**src/rtl/dac_pkg.sv**
```systemverilog
// Shared definitions for the sigma-delta DAC front end: interpolator states,
// legal ramp-length range and the underrun counter width.
package dac_pkg;

    typedef enum logic [1:0] {
        ST_IDLE = 2'd0,
        ST_RAMP = 2'd1,
        ST_HOLD = 2'd2
    } interp_state_e;

    localparam int RATIO_LOG2_MIN = 1;
    localparam int RATIO_LOG2_MAX = 12;
    localparam int UNDERRUN_CNT_W = 16;

endpackage

```
**src/rtl/dac_sample_fifo.sv**
```systemverilog
// Two-entry sample FIFO with synchronous clear; push and pop may coincide
// whenever the FIFO is not empty (the owner never pushes when full).
module dac_sample_fifo
    import dac_pkg::*;
#(
    parameter int WIDTH = 16
) (
    input  logic             clk,
    input  logic             reset,
    input  logic             clear,
    input  logic             push,
    input  logic             pop,
    input  logic [WIDTH-1:0] wr_data,
    output logic [WIDTH-1:0] rd_data,
    output logic             full,
    output logic             empty
);

    logic [WIDTH-1:0] mem_q [2];
    logic [WIDTH-1:0] mem_d [2];
    logic             wr_ptr_q, wr_ptr_d;
    logic             rd_ptr_q, rd_ptr_d;
    logic [1:0]       count_q, count_d;

    // Next pointers, storage and occupancy.
    always_comb begin
        mem_d    = mem_q;
        wr_ptr_d = wr_ptr_q;
        rd_ptr_d = rd_ptr_q;
        count_d  = count_q;
        if (clear) begin
            wr_ptr_d = 1'b0;
            rd_ptr_d = 1'b0;
            count_d  = 2'd0;
        end else begin
            if (push) begin
                mem_d[wr_ptr_q] = wr_data;
                wr_ptr_d        = ~wr_ptr_q;
            end else begin
                wr_ptr_d = wr_ptr_q;
            end
            if (pop) begin
                rd_ptr_d = ~rd_ptr_q;
            end else begin
                rd_ptr_d = rd_ptr_q;
            end
            count_d = count_q + {1'b0, push} - {1'b0, pop};
        end
    end

    // FIFO state registers.
    always_ff @(posedge clk or posedge reset) begin
        if (reset) begin
            mem_q[0] <= '0;
            mem_q[1] <= '0;
            wr_ptr_q <= 1'b0;
            rd_ptr_q <= 1'b0;
            count_q  <= 2'd0;
        end else begin
            mem_q    <= mem_d;
            wr_ptr_q <= wr_ptr_d;
            rd_ptr_q <= rd_ptr_d;
            count_q  <= count_d;
        end
    end

    assign rd_data = mem_q[rd_ptr_q];
    assign full    = (count_q == 2'd2);
    assign empty   = (count_q == 2'd0);

endmodule

```
**src/rtl/dac_sample_interpolator.sv**
```systemverilog
// Linear interpolator feeding the sigma-delta DAC: ramps between buffered PCM
// samples over 2^RATIO_LOG2 clocks. Define DAC_INTERP_UNDERRUN_COUNT_EN to add
// a saturating underrun_count output.
module dac_sample_interpolator
    import dac_pkg::*;
#(
    parameter int SIGNALWIDTH = 16,
    parameter int RATIO_LOG2  = 8
) (
    input  logic                   clk,
    input  logic                   reset,
    input  logic                   enable,
    input  logic [SIGNALWIDTH-1:0] in_data,
    input  logic                   in_valid,
    output logic                   in_ready,
    output logic [SIGNALWIDTH-1:0] q,
    output logic                   underrun,
    output logic                   busy
`ifdef DAC_INTERP_UNDERRUN_COUNT_EN
    ,
    output logic [UNDERRUN_CNT_W-1:0] underrun_count
`endif
);

    localparam int W  = SIGNALWIDTH;
    localparam int R  = RATIO_LOG2;
    localparam int AW = W + R + 1;

    if (RATIO_LOG2 < RATIO_LOG2_MIN || RATIO_LOG2 > RATIO_LOG2_MAX) begin : g_bad_ratio
        $error("dac_sample_interpolator: RATIO_LOG2 outside supported range");
    end

    function automatic logic [W:0] ext_diff(input logic [W-1:0] x);
        return {x[W-1], x};
    endfunction

    function automatic logic [AW-1:0] to_acc(input logic [W-1:0] x);
        return {x[W-1], x, {R{1'b0}}};
    endfunction

    interp_state_e  state_q, state_d;
    logic [W-1:0]   cur_q, cur_d;
    logic [W:0]     diff_q, diff_d;
    logic [AW-1:0]  acc_q, acc_d;
    logic [R-1:0]   cnt_q, cnt_d;
    logic [W-1:0]   q_q, q_d;
    logic           underrun_q, underrun_d;
    logic           busy_q, busy_d;

    logic           push_s, pop_s, fifo_full_s, fifo_empty_s;
    logic [W-1:0]   head_s;
    logic [AW-1:0]  acc_step_s;
    logic [W-1:0]   ramp_val_s;

    assign in_ready = enable && !fifo_full_s && !reset;
    assign push_s   = in_valid && in_ready;

    dac_sample_fifo #(
        .WIDTH (W)
    ) u_fifo (
        .clk     (clk),
        .reset   (reset),
        .clear   (!enable),
        .push    (push_s),
        .pop     (pop_s),
        .wr_data (in_data),
        .rd_data (head_s),
        .full    (fifo_full_s),
        .empty   (fifo_empty_s)
    );

    // The accumulator carries R fractional bits; floor of acc is its upper W bits.
    assign acc_step_s = acc_q + {{R{diff_q[W]}}, diff_q};
    assign ramp_val_s = acc_step_s[R +: W];

    // Interpolator sequencing and datapath next state.
    always_comb begin
        state_d    = state_q;
        cur_d      = cur_q;
        diff_d     = diff_q;
        acc_d      = acc_q;
        cnt_d      = cnt_q;
        q_d        = q_q;
        underrun_d = 1'b0;
        pop_s      = 1'b0;
        if (!enable) begin
            state_d = ST_IDLE;
            cur_d   = '0;
            diff_d  = '0;
            acc_d   = '0;
            cnt_d   = '0;
            q_d     = '0;
        end else begin
            case (state_q)
                ST_IDLE: begin
                    cur_d = '0;
                    q_d   = '0;
                    if (!fifo_empty_s) begin
                        pop_s   = 1'b1;
                        diff_d  = ext_diff(head_s) - ext_diff({W{1'b0}});
                        acc_d   = '0;
                        cnt_d   = '0;
                        state_d = ST_RAMP;
                    end else begin
                        state_d = ST_IDLE;
                    end
                end
                ST_RAMP: begin
                    acc_d = acc_step_s;
                    cnt_d = cnt_q + {{(R-1){1'b0}}, 1'b1};
                    q_d   = ramp_val_s;
                    // Final step lands exactly on the target; chain the next ramp with no gap.
                    if (cnt_q == {R{1'b1}}) begin
                        cur_d = ramp_val_s;
                        if (!fifo_empty_s) begin
                            pop_s  = 1'b1;
                            diff_d = ext_diff(head_s) - ext_diff(ramp_val_s);
                        end else begin
                            state_d    = ST_HOLD;
                            underrun_d = 1'b1;
                        end
                    end else begin
                        state_d = ST_RAMP;
                    end
                end
                ST_HOLD: begin
                    q_d = cur_q;
                    if (!fifo_empty_s) begin
                        pop_s   = 1'b1;
                        diff_d  = ext_diff(head_s) - ext_diff(cur_q);
                        acc_d   = to_acc(cur_q);
                        cnt_d   = '0;
                        state_d = ST_RAMP;
                    end else begin
                        state_d = ST_HOLD;
                    end
                end
                default: begin
                    state_d = ST_IDLE;
                    cur_d   = '0;
                    q_d     = '0;
                end
            endcase
        end
        busy_d = (state_d == ST_RAMP);
    end

    // Interpolator registers.
    always_ff @(posedge clk or posedge reset) begin
        if (reset) begin
            state_q    <= ST_IDLE;
            cur_q      <= '0;
            diff_q     <= '0;
            acc_q      <= '0;
            cnt_q      <= '0;
            q_q        <= '0;
            underrun_q <= 1'b0;
            busy_q     <= 1'b0;
        end else begin
            state_q    <= state_d;
            cur_q      <= cur_d;
            diff_q     <= diff_d;
            acc_q      <= acc_d;
            cnt_q      <= cnt_d;
            q_q        <= q_d;
            underrun_q <= underrun_d;
            busy_q     <= busy_d;
        end
    end

    assign q        = q_q;
    assign underrun = underrun_q;
    assign busy     = busy_q;

`ifdef DAC_INTERP_UNDERRUN_COUNT_EN
    logic [UNDERRUN_CNT_W-1:0] ucnt_q, ucnt_d;

    // Saturating underrun tally; held clear while disabled.
    always_comb begin
        ucnt_d = ucnt_q;
        if (!enable) begin
            ucnt_d = '0;
        end else if (underrun_d && (ucnt_q != {UNDERRUN_CNT_W{1'b1}})) begin
            ucnt_d = ucnt_q + {{(UNDERRUN_CNT_W-1){1'b0}}, 1'b1};
        end else begin
            ucnt_d = ucnt_q;
        end
    end

    // Underrun counter register.
    always_ff @(posedge clk or posedge reset) begin
        if (reset) begin
            ucnt_q <= '0;
        end else begin
            ucnt_q <= ucnt_d;
        end
    end

    assign underrun_count = ucnt_q;
`endif

endmodule

```
**config.mk**
```make
export PLATFORM = sky130hd
export DESIGN_NAME = dac_sample_interpolator
export DESIGN_NICKNAME = d
export VERILOG_FILES = /design/src/rtl/dac_pkg.sv /design/src/rtl/dac_sample_fifo.sv /design/src/rtl/dac_sample_interpolator.sv
export SDC_FILE = /design/constraint.sdc
export NUM_CORES = 1
export LEC_CHECK = 0
export ABC_AREA = 1
export BUFFER_PORTS_ARGS = -buffer_cell sky130_fd_sc_hd__clkbuf_2
export CAP_MARGIN = 5
export CORE_UTILIZATION = 30
export DETAILED_ROUTE_END_ITERATION = 12
export PLACE_DENSITY = 0.46
export SETUP_SLACK_MARGIN = 0.4
export SLEW_MARGIN = 20
export SYNTH_ARGS = -nofsm -noshare
export SYNTH_HDL_FRONTEND = slang
export SYNTH_SLANG_ARGS = --single-unit
```
**constraint.sdc**
```tcl
create_clock -name clk -period 7.9 [get_ports clk]
set_input_delay 1.185 -clock clk [delete_from_list [all_inputs] [get_ports clk]]
set_output_delay 1.185 -clock clk [all_outputs]
set_load 0.02 [all_outputs]
```
# Word-level counts from Yosys, hierarchy flattened

Index checks and enable logic that the tools add are counted.

Register bits: 122
Bits of input ports: 20
Logic and storage cells: 98
Output and inout bits: 19

Multiplexer cells: 43
Eq/ne operators: 15
Bitwise operators: 4
$add $sub $neg: 6
Reductions and logical operators: 14
$lt $le $gt $ge: 3

Operators with widths:

| cell                | count |
|---|---|
| $mux 16             | 7 |
| $mux 17             | 5 |
| $mux 25             | 3 |
| $pmux 25 s3         | 1 |
| $pmux 16 s2         | 2 |
| $pmux 17 s3         | 1 |
| $sub 16x16->17      | 2 |
| $bwmux 32           | 1 |
| $add 25x25->25      | 1 |
| $demux 16 s1        | 1 |
| $mux 8              | 2 |
| $pmux 8 s2          | 1 |
| $ne 3x3->1 const B  | 5 |
| $mux 1              | 12 |
| $mux 2              | 5 |
| $add 8x1->8 const B | 1 |
| $eq 8x8->1 const B  | 1 |
| $pmux 2 s3          | 1 |
| $reduce_and 2->1    | 3 |
| $reduce_and 5->1    | 1 |
| $eq 2x1->1 const B  | 2 |
| $eq 2x2->1 const B  | 2 |
| $ge 2x2->1 const B  | 2 |
| $logic_and 1x1->1   | 4 |
| other kinds (14)    | 19 |

# Depth between registers and ports, before layout

Gate-level depths: netlist of the first run.

Depth in word-level cells: 9
Depth in mapped cells: 23

# By module

From an unflattened synthesis of the first run, not the netlist that was laid out.

Cells, all modules: 1,112
Area total of the unflattened synthesis: 8,239.2 µm²

Modules (own cells, without submodules):

| module                  | sequential area each (µm²) | instances | area an instance (µm²) | cells each |
|---|---|---|---|---|
| dac_sample_interpolator | 2,127.0                    | 1         | 6,418.7                | 947 |
| dac_sample_fifo         | 900.9                      | 1         | 1,820.5                | 165 |

# Worst setup path before layout of the first run

Ideal clock, no wire load.

Path kind: register to register
From: register diff_q[0]
To: register diff_q[10]
Data arrival time: 3.093 ns
Data required time: 7.824 ns
Cell stages (with the launch flop): 23
Library setup time: 0.076 ns
Setup slack: 4.730 ns
Cells stage by stage: dfrtp_1 ha_1 inv_1 fa_1 inv_1 nand3_1 nand3_1 nand2_1 nand2_1 xor2_1 nand2_1 nand2_1 ha_1 fa_1 nand3b_1 nand2_1 nand2_1 nand2_1 a21oi_1 or2_2 nand2_1 nor2_1 o21ai_1

Longest elaborated chain between the ends: 6

Ends and longest elaborated chain:

| item                   | line                           | source |
|---|---|---|
| from (decl)            | dac_sample_interpolator.sv:43  | `logic [W:0] diff_q, diff_d;` |
| from (signal assigned) | dac_sample_interpolator.sv:162 | `diff_q <= diff_d;` |
| $add 25x25->25         | dac_sample_interpolator.sv:73  | `assign acc_step_s = acc_q + {{R{diff_q[W]}}, diff_q};` |
| $sub 16x16->17         | dac_sample_interpolator.sv:117 | `diff_d = ext_diff(head_s) - ext_diff(ramp_val_s);` |
| $mux 17                | dac_sample_interpolator.sv:115 | `if (!fifo_empty_s) begin` |
| $mux 17                | dac_sample_interpolator.sv:113 | `if (cnt_q == {R{1'b1}}) begin` |
| $pmux 17 s3            | dac_sample_interpolator.sv:94  | `case (state_q)` |
| $mux 17                | dac_sample_interpolator.sv:86  | `if (!enable) begin` |

No other way between the ends. The select of a mux whose other input is x is not followed.
A chain may end at the register's enable or synchronous reset.

# Worst setup path after layout of the first run

From: register diff_q[0]
To: register diff_q[16]

Same word-level chain as after synthesis.

==> results of run 1 <==
-- power by group through the flow --
stage / Clock [W] / Sequential [W] / Combinational [W]
3_3_place_gp: 0 / 0.000823 / 0.00134
4_1_cts: 0.000828 / 0.000814 / 0.00134
3_5_place_dp: 0 / 0.000825 / 0.00133
5_1_grt: 0.000851 / 0.000828 / 0.00152
6_report: 0.000811 / 0.000813 / 0.00133
2_1_floorplan: 0 / 0.000789 / 0.00101
-- registers in the layout (all words and copies together), names as in the netlist --
signal	cells
u_fifo.mem_q	32
acc_q	24
diff_q	17
cur_q	16
q	16
cnt_q	8
state_q	2
u_fifo.count_q	2
busy	1
u_fifo.rd_ptr_q	1
u_fifo.wr_ptr_q	1
underrun	1
-- path summary, 6_finish.rpt --
kind / end / slack, ns / cells past startpoint
setup / recovery: diff_q[16]$_DFFE_PP0P_ / 4.02 / 22
hold / removal: cur_q[12]$_DFFE_PP0P_ / 0.48 / 2
setup reg to reg: diff_q[16]$_DFFE_PP0P_ / 4.02 / 22
hold reg to reg: cur_q[12]$_DFFE_PP0P_ / 0.48 / 2
max in group asynchronous: q[11]$_DFF_PP0_ / 5.66 / 3
min in group asynchronous: busy$_DFF_PP0_ / 0.98 / 2
-- worst max-delay path: stages, from the launching register on --
cell	delay (ns)
dfrtp_1	0.36
ha_1	0.26
inv_1	0.08
fa_1	0.41
inv_1	0.12
nand3_1	0.08
nand3_1	0.22
nand2_1	0.08
nand2_1	0.12
xor2_1	0.11
nand2_1	0.07
nand2_1	0.08
ha_1	0.23
fa_1	0.40
nand3b_1	0.20
nand2_1	0.13
nand3_1	0.08
nand2_1	0.16
nand3_1	0.13
nand3_1	0.09
nand2_1	0.05
o21ai_1	0.23
nand2_1	0.07
-- layout by cell type (no fill, tap or decap), types with 3 or more instances in the layout --
cell type / count
nand2_1: 371
inv_1: 149
dfrtp_1: 121
nor2_1: 77
nand3_1: 66
o21ai_0: 63
a21oi_1: 54
ha_1: 46
clkbuf_2: 38
o21ai_1: 17
clkbuf_16: 17
a31oi_1: 15
mux2_2: 15
nand3b_1: 8
nor3_1: 8
nand4_1: 7
xor2_1: 7
inv_2: 5
o31ai_1: 5
clkbuf_1: 5
xnor2_1: 4
nor2_4: 4
o211ai_1: 4
o21bai_1: 4
clkinv_2: 4
nand2_2: 3
o22ai_1: 3
nor2_2: 3
nand3_2: 3
bufinv_16: 3
buf_4: 3
-- layer usage --
metal | global-route usage [%] | wire (µm) | part of all wire (%) | vias to the layer above
met5 | 0 | 0 | 0 | -
met4 | 4.92 | 275 | 1.2 | 0
met3 | 3.67 | 789 | 3.4 | 15
met2 | 29.3 | 10600 | 46 | 96
met1 | 25.5 | 11600 | 50 | 3312
li1 | - | - | - | 3629
-- metrics by stage --
step | cells | util, % | setup slack [ns]
after floorplan | 1109 | - | 3.50
after global placement | 1460 | 32.5 | 4.13
after detailed placement | 1460 | 32.5 | 4.06
after CTS | 1492 | 34.8 | 4.04
after global routing | 1492 | 34.8 | 3.68
final | 1492 | 34.8 | 4.02
-- area by class of cell --
cell class,instances,area share (%)
multi-input cells,806,46.3
flip-flops and latches,121,33.5
inverters,157,6.58
clock buffers,24,5.22
well taps,335,4.64
repair buffers,41,2.36
clock inverters,8,1.32
-- cell families (layout without fill, tap and decap cells) --
kind of cell,count (synthesis),after routing,share of synthesized area (%)
buf+inv,182,230,9.16
simple gates,559,559,29.6
flops,121,121,38.1
fa+ha+maj,48,48,7.75
xor+xnor,11,11,1.21
compound gates,172,172,11.9
mux,16,16,2.27
==> parameters.txt, run 1 <==
Parameter                              Value

Run status
  Result of the run ... completed

Synthesis
  Top_reg_cell synth ... dfrtp_1
  Top-count cell post-synth ... nand2_1
  Sequential area share after synthesis ... 38.1%
  Dominant cell type by area after synthesis ... dfrtp_1
  Average size of a mapped cell ... 7.16 µm²
  Warnings, synthesis ... 0
  Post-synthesis async set-or-reset flop share ... 100%
  Gate Count Post-Synth ... around 1100
  Number of nets produced by synthesis ... 1177
  Cells taking the most area after synthesis ... dfrtp_1, nand2_1, ha_1
  Cell area after synthesis ... 7940 µm²
  Number of unique standard cell types used by synthesis ... 45
  Top cells by count, synth ... nand2_1, inv_1, dfrtp_1
  Yosys top cell area share ... 38.1%
  Count of flip-flops with a built-in enable after synthesis ... 0
  Seq cells post-synth ... 121

Layout
  FF/Latch Area ... 3030 µm²
  Diode insertion count for antenna repair ... 0
  Final instance area ... 9030 µm²
  NumNets Final ... 1212
  Filler cell count in the final layout ... ~2800
  Multi-input gate area ... roughly 4200 µm²
  Area Overhead vs Synth ... 13.7%
  Fraction of final layout cells with drive strength greater than 1 ... under 10%

Clock network
  Number of levels in the clock H-tree ... 4
  Worst skew pair latency ... 0.43 ns
  Hold bufs inserted after CTS ... 0
  Post-CTS sizing ... 0
  Buffer cell driving the clock tree root ... clkbuf_16
  Number of sinks on the clock net ... 121
  Post-CTS Repair Setup Buffers ... 0
  Clock tree from TritonCTS ... yes
  Buffers from clock root to sink, at most ... 2
  CTS clock-pin slew for the worst setup and hold paths ... 0.06 ns
  Num CTS Buffers ... 17

Setup path
  Kind of end point of the critical path ... flip-flop
  Critical path origin ... diff_q[0]$_DFFE_PP0P_
  Worst R2R Start ... diff_q[0]$_DFFE_PP0P_
  Maximum fanout along the worst path ... 4
  Startpoint type of the worst setup path ... flip-flop
  Crit path kind ... flip-flop to flip-flop
  Arrival time reported for the critical path endpoint ... 4.18 ns
  Worst path required time ... 8.20 ns

Place
  Half-perimeter wire length of the detailed placement result ... 17.3 mm
  Placed Area ... 8440 µm²
  Number of input and output port buffers inserted ... 38
  Routability-driven placement congestion ratio ... ~0.87

Floorplan
  Die area ... 27100 µm²
  Initial standard-cell utilization of the core ... between 30% and 40%
  Number of ports placed on the die boundary ... 39
  Die extent in y ... about 160 µm
  Die X ... roughly 160 µm
  Standard-cell rows ... slightly below 60
  Area of the core region ... 26000 µm²

Hold path
  Kind of path behind the tightest hold check ... flip-flop to flip-flop
  HP Start ... cur_q[12]$_DFFE_PP0P_

Global route
  Initial antenna violation count ... 0
  Total gr overflow ... 0
  Total GRT Usage ... around 18%
  Global-route wire length before repair ... around 38 mm
  Largest net degree at the start of global routing ... 72
  Via count of the first global-routing pass ... 6872

Pwr
  Net Sw Power ... 0.00128 W
  Relative contribution of combinational cells to total power ... a little under half
  Total leakage power ... 4.79 nW
  Seq pwr share ... 27.5%
  Switching part of the total power ... 43.3%
  Overall power after layout ... 0.00296 W
  Share of power burned in the clock network ... 27.4%
  Internal power contribution ... 0.00168 W
  Peak supply drop ... about 0.00015 V
  Areal power density over the cells ... about 330 nW/µm²

Drt
  Detailed Routing Iterations Pass 1 ... 5
  Total number of vias ... 7052
  Final wirelength ... 23.3 mm
  Average detailed-routed wire length per instance ... 15.6 µm
  Count of nets left with antenna violations after detail routing ... 0
  Detailed-route vias per instance ... 4.73
  Violation count after the first detailed-route iteration ... 357
  DRC violation count after routing ... 0

Flow run
  Count of max-cap constraint violations ... 0

STA
  Worst Max-Slew Pin Slew ... 1.10 ns
  Maximum achievable frequency ... about 0.26 GHz
  Final worst clock skew ... 0.0115 ns
  Final Critical Period ... between 3 and 4 ns
  Sum of negative setup slack ... 0 ns
  Portion of the clock cycle consumed by the worst path in the final layout ... about half
  Total of endpoints with negative setup slack in the final report ... 0
  Smallest hold slack ... just under 0.5 ns
  Final Hold Violating Endpoints ... 0
  Final-report max-slew violation count ... 0
  Unrepaired setup endpoints after global routing ... no
  Slew Limit Headroom ... 26.3%
No activity file was read; power rests on OpenSTA's default activity.
==> run 2, diff against run 1 <==
Clock period 7.9 ns to 3.7 ns, I/O delays scaled along.
==> run 2 against run 1 <==
Clock skew up 0.00081 ns; combinational power rose to 2.8 times the previous value; worst setup slack worse by 3.5 ns; routed wire length up 3.7%; hold slack worse by 0.14 ns; final area up 12%; flip-flop and latch count unchanged; critical path type unchanged; largest cell class unchanged.
==> parameters.txt, run 2 (synthesis gave the netlist of run 1 again) <==
Parameter                              Value

Place
  Routability-driven placement congestion ratio ... 0.950
  Number of input and output port buffers inserted ... 38
  Worst setup slack after placement ... between 0.03 and 0.04 ns
  Half-perimeter wire length of the detailed placement result ... 17.8 mm
  Placed Area ... approximately 8600 µm²

Clock network
  Num CTS Buffers ... 17
  CTS clock-pin slew for the worst setup and hold paths ... 0.06 ns
  Worst skew pair latency ... 0.43 ns
  Clock tree from TritonCTS ... yes
  Number of sinks on the clock net ... 121
  Buffers from clock root to sink, at most ... 2
  Number of levels in the clock H-tree ... 4
  Buffer cell driving the clock tree root ... clkbuf_16

Global route
  Met3 usage in global routing ... 3.21%
  Via count of the first global-routing pass ... 6995
  Largest net degree at the start of global routing ... 49
  Met1 track demand over resource in global routing ... 25.8%
  Global-route wire length before repair ... 38.1 mm
  Met2 global-route usage ... 29.5%
  Total GRT Usage ... 18.6%
  Most used routing layer in global routing ... met2
  Initial antenna violation count ... 0
  Total gr overflow ... 0

Layout
  Final instance area ... 10100 µm²
  Commonest non-fill, non-tap cell in the layout ... nand2_1
  Area Overhead vs Synth ... 27.0%
  Max reg flops ... 32
  Diode insertion count for antenna repair ... 0
  Register containing the most flip-flops in the final layout ... u_fifo.mem_q
  Fraction of final layout cells with drive strength greater than 1 ... 21.8%
  NumNets Final ... 1241
  Largest regs ... u_fifo.mem_q x32, acc_q x24, diff_q x17
  Filler cell count in the final layout ... about 2800
  Most frequent cells in the layout ... nand2_1, inv_1, dfrtp_1

STA
  Final worst clock skew ... 0.0123 ns
  Total of endpoints with negative setup slack in the final report ... 0
  Final Critical Period ... 3.16 ns
  Final Hold Violating Endpoints ... 0
  Portion of the clock cycle consumed by the worst path in the final layout ... 85.5%
  Final-report max-slew violation count ... 0
  Fin worst setup slack ... around 0.54 ns
  Slew Limit Headroom ... about 29%
  Maximum achievable frequency ... 0.316 GHz
  Worst Max-Slew Pin Slew ... between 1 and 1.5 ns
  Unrepaired setup endpoints after global routing ... yes
  Sum of negative setup slack ... 0 ns

Floorplan
  Area of the core region ... 26000 µm²
  Standard-cell rows ... 59
  Number of ports placed on the die boundary ... 39
  Die extent in y ... approximately 160 µm
  Die area ... 27100 µm²
  Initial standard-cell utilization of the core ... 30.6%
  Die X ... 165 µm

Setup path
  Worst path required time ... 4.01 ns
  Crit path kind ... flip-flop to flip-flop
  Startpoint type of the worst setup path ... flip-flop
  Maximum fanout along the worst path ... 3
  Kind of end point of the critical path ... flip-flop
  Arrival time reported for the critical path endpoint ... around 3.5 ns

Drt
  Violation count after the first detailed-route iteration ... 375
  Total number of vias ... 7284
  Detailed-route vias per instance ... 4.79
  Final wirelength ... approximately 24 mm
  Average detailed-routed wire length per instance ... 15.9 µm
  Count of nets left with antenna violations after detail routing ... 0
  DRC violation count after routing ... 0
  Detailed Routing Iterations Pass 1 ... 4

Pwr
  Total leakage power ... 5.01 nW
  Peak supply drop ... 0.000320 V
  Areal power density over the cells ... 722 nW/µm²

Run status
  Result of the run ... completed

Flow run
  Count of max-cap constraint violations ... 0

Hold path
  Kind of path behind the tightest hold check ... input port to asynchronous set/reset pin
-- run 2: cell count changes in the layout (fill, tap and decap cells not counted), sizes merged --
| cell | before | now |
|---|---|---|
| buf | 3 | 32 |
| clkbuf | 62 | 57 |
| clkinvlp | 0 | 3 |
| bufinv | 3 | 4 |
| inv | 156 | 157 |
-- run 2: cell type report --
class	count	area, µm²	area share [%]
Clock buffer	19	443	4.39
Clock inverter	13	193	1.91
Inverter	157	596	5.91
Multi-Input combinational cell	806	4940	49.0
Sequential cell	121	3030	30.1
Tap cell	335	419	4.16
Timing Repair Buffer	70	459	4.55
-- run 2: worst paths after layout --
check | from | cells past startpoint | slack, ns | endpoint
setup reg to reg | diff_q[0]$_DFFE_PP0P_ | 22 | 0.54 | diff_q[16]$_DFFE_PP0P_
max in group asynchronous | reset | 3 | 2.58 | diff_q[16]$_DFFE_PP0P_
setup / recovery | diff_q[0]$_DFFE_PP0P_ | 22 | 0.54 | diff_q[16]$_DFFE_PP0P_
hold / removal | reset | 2 | 0.34 | u_fifo.count_q[1]$_DFF_PP0_
hold reg to reg | cur_q[10]$_DFFE_PP0P_ | 2 | 0.49 | cur_q[10]$_DFFE_PP0P_
min in group clk | in_data[10] | 3 | 0.35 | u_fifo.mem_q[26]$_DFFE_PP0P_
-- run 2: report_power, final --
group | internal [W] | switching, W
Combinational | 0.00140 | 0.00232
Clock | 0.00115 | 0.000685
Sequential | 0.00156 | 0.000158
-- run 2: critical path, cell delays in order (launching register included) --
cell	delay [ns]
dfrtp_1	0.40
ha_4	0.16
inv_2	0.04
fa_2	0.36
inv_2	0.07
nand3_2	0.06
nand3_2	0.08
nand2_2	0.06
nand2_4	0.09
xor2_2	0.08
nand2_1	0.08
nand2_2	0.07
ha_4	0.17
fa_2	0.36
nand3b_1	0.20
nand2_2	0.12
nand3_2	0.07
nand2_2	0.12
nand3_2	0.09
nand3_1	0.08
nand2_1	0.06
o21ai_2	0.17
nand2_1	0.07
-- run 2: timing repair --
action / in CTS / in global routing
pin swaps: 4 / 38
buffers inserted: 0 / 17
endpoints found under the setup margin: 12 / 12
hold buffers: 0 / 0
gates resized for setup: 27 / 130
-- run 2: metrics by stage --
stage	hold slack [ns]	utilization [%]	cells	total power (W)
after floorplan	0.453	-	1109	0.00384
after global placement	0.470	32.9	1472	0.00466
after detailed placement	0.476	32.9	1472	0.00465
after CTS	0.338	35.8	1504	0.00659
after global routing	0.362	38.8	1521	0.00781
final	0.337	38.8	1521	0.00728
-- run 2: routing by layer --
metal  vias to the layer above  wire, µm
li1                       3685         -
met1                      3457     11900
met2                       115     11300
met3                        27       651
met4                         0       361
met5                         -         0
==> run 3, diff against run 2 <==
Settings changed: CORE_ASPECT_RATIO set to 0.7.
==> run 3 against run 2 <==
Critical path type unchanged; count of clock-buffer cells in the layout is the same; worst setup slack lost 0.014 ns; final cell count grew 1.1%; first-iteration DRC count grew 29%; sequential power is essentially flat.
==> parameters.txt, run 3 (synthesis gave the netlist of run 1 again) <==
Parameter                              Value

Layout
  Fraction of final layout cells with drive strength greater than 1 ... 20.7%
  Most frequent cells in the layout ... nand2_1, inv_1, dfrtp_1
  NumNets Final ... 1235
  Area Overhead vs Synth ... 24.6%
  Filler cell count in the final layout ... 2723
  Multi-input gate area ... 4850 µm²
  Diode insertion count for antenna repair ... 0
  Max reg flops ... 32
  Utilization of the core after routing ... roughly two fifths
  FF/Latch Area ... between 3000 and 4000 µm²
  Commonest non-fill, non-tap cell in the layout ... nand2_1
  Largest regs ... u_fifo.mem_q x32, acc_q x24, diff_q x17
  Register containing the most flip-flops in the final layout ... u_fifo.mem_q

Clock network
  Num CTS Buffers ... 17
  Buffer cell driving the clock tree root ... clkbuf_16
  Number of sinks on the clock net ... 121
  Buffers from clock root to sink, at most ... 2
  CTS clock-pin slew for the worst setup and hold paths ... 0.06 ns
  Worst skew pair latency ... approximately 0.44 ns
  Clock tree from TritonCTS ... yes
  Number of levels in the clock H-tree ... 4

Flow run
  Count of max-cap constraint violations ... 0

Floorplan
  Standard-cell rows ... 49
  Area of the core region ... 25800 µm²
  Initial standard-cell utilization of the core ... 30.8%
  Die X ... 196 µm
  Die extent in y ... about 140 µm
  Die area ... 27100 µm²
  Number of ports placed on the die boundary ... 39

Setup path
  Crit-path leading delay family ... simple AND/OR/NAND/NOR gates
  Startpoint type of the worst setup path ... flip-flop
  Maximum fanout along the worst path ... 4
  Crit path kind ... flip-flop to flip-flop
  Critical Path Max Stage Delay ... about 0.4 ns
  CP Cell Sequence ... ha_4, inv_2, fa_2, inv_2, buf_4, nand2_1, nand3_1, nand3_1, nand3b_1, a31oi_2, ha_4, nand2_1, nor2_1, nor2_2, a21boi_1, nor2_1, or2_2, nand2_1, nand2_1, nand2_1
  Buf+Inv Stages, Crit Path ... 3
  Worst path required time ... 4.08 ns
  Kind of end point of the critical path ... flip-flop
  Most frequent cell on the critical path ... nand2_1
  Arrival time reported for the critical path endpoint ... 3.56 ns
  CP max-delay cell ... dfrtp_1

Drt
  Count of nets left with antenna violations after detail routing ... 0
  Average detailed-routed wire length per instance ... 15.6 µm
  Total number of vias ... 7226
  Violation count after the first detailed-route iteration ... 482
  DRC violation count after routing ... 0
  Detailed-route vias per instance ... 4.70
  Detailed Routing Iterations Pass 1 ... 5
  Final wirelength ... 24.0 mm

Global route
  Via count of the first global-routing pass ... 6790
  Total GRT Usage ... 18.4%
  Total gr overflow ... 0
  Global-route wire length before repair ... 38.1 mm
  Largest net degree at the start of global routing ... 92
  Initial antenna violation count ... 0

STA
  Portion of the clock cycle consumed by the worst path in the final layout ... 85.8%
  Worst Max-Slew Pin Slew ... 0.994 ns
  Total of endpoints with negative setup slack in the final report ... 0
  Unrepaired setup endpoints after global routing ... yes
  Slew Limit Headroom ... 33.7%
  Maximum achievable frequency ... ~0.31 GHz
  Final Hold Violating Endpoints ... 0
  Final Critical Period ... 3.18 ns
  Sum of negative setup slack ... 0 ns
  Final worst clock skew ... 0.00743 ns
  Final-report max-slew violation count ... 0

Pwr
  Total leakage power ... just under 5 nW
  Peak supply drop ... between 0.0003 and 0.0004 V
  Areal power density over the cells ... between 700 and 800 nW/µm²

Run status
  Result of the run ... completed

Hold path
  Kind of path behind the tightest hold check ... input port to asynchronous set/reset pin

Place
  Half-perimeter wire length of the detailed placement result ... 18.0 mm
  Number of input and output port buffers inserted ... 38
  Routability-driven placement congestion ratio ... 0.871
==> run 3: timing repair <==
item / CTS / global route
buffers inserted: 0 / 9
setup endpoints to repair: 12 / 12
resized for setup: 27 / 104
hold buffers: 0 / 0
pin swaps: 2 / 24
==> run 3: worst register-to-register path, cell delays in order (launching register included) <==
cell	delay [ns]
dfrtp_1	0.40
ha_4	0.16
inv_2	0.04
fa_2	0.37
inv_2	0.07
buf_4	0.10
nand2_1	0.05
nand3_1	0.11
nand3_1	0.13
nand3b_1	0.15
a31oi_2	0.15
ha_4	0.32
nand2_1	0.12
nor2_1	0.19
nor2_2	0.09
a21boi_1	0.15
nor2_1	0.06
or2_2	0.28
nand2_1	0.07
nand2_1	0.05
nand2_1	0.05
==> run 3: path summary, 6_finish.rpt <==
kind	from	end	slack, ns	depth (start not counted)
setup / recovery	diff_q[0]$_DFFE_PP0P_	diff_q[11]$_DFFE_PP0P_	0.52	20
min in group clk	in_data[12]	u_fifo.mem_q[28]$_DFFE_PP0P_	0.33	3
hold / removal	reset	underrun$_DFF_PP0_	0.26	3
setup reg to reg	diff_q[0]$_DFFE_PP0P_	diff_q[11]$_DFFE_PP0P_	0.52	20
max in group asynchronous	reset	diff_q[16]$_DFFE_PP0P_	3.01	3
hold reg to reg	cur_q[9]$_DFFE_PP0P_	cur_q[9]$_DFFE_PP0P_	0.48	2
==> run 3: layout make-up <==
cell class | instances | area share (%)
Timing Repair Buffer | 64 | 4.02
Inverter | 157 | 6.02
Sequential cell | 121 | 30.6
Clock inverter | 13 | 1.21
Clock buffer | 19 | 4.58
Multi-Input combinational cell | 806 | 49.0
Tap cell | 357 | 4.51
==> run 3: power by group <==
group	internal (W)	total, W	switching (W)
logic	0.00136	0.00360	0.00224
registers	0.00156	0.00173	0.000165
clock network	0.000961	0.00164	0.000680
total	0.00389	0.00697	0.00308
==> run 3: metal layers <==
layer | GRT usage (%) | vias to the layer above | routed length (µm)
met2 | 24.3 | 160 | 9420
met1 | 28.5 | 3364 | 12800
li1 | - | 3679 | -
met4 | 6.29 | 0 | 395
met3 | 4.46 | 23 | 1370
met5 | 0 | - | 0
==> run 3: metrics by stage <==
| stage | cells | instance area (µm²) | power, W | worst slack [ns] | hold slack [ns] |
|---|---|---|---|---|---|
| after floorplan | 1109 | 7940 | 0.00384 | 0.530 | 0.453 |
| after global placement | 1496 | 8590 | 0.00467 | 0.122 | 0.470 |
| after detailed placement | 1496 | 8590 | 0.00465 | 0.0929 | 0.476 |
| after CTS | 1528 | 9280 | 0.00639 | 0.405 | 0.259 |
| after global routing | 1537 | 9890 | 0.00749 | 0.357 | 0.302 |
| final | 1537 | 9890 | 0.00697 | 0.525 | 0.260 |
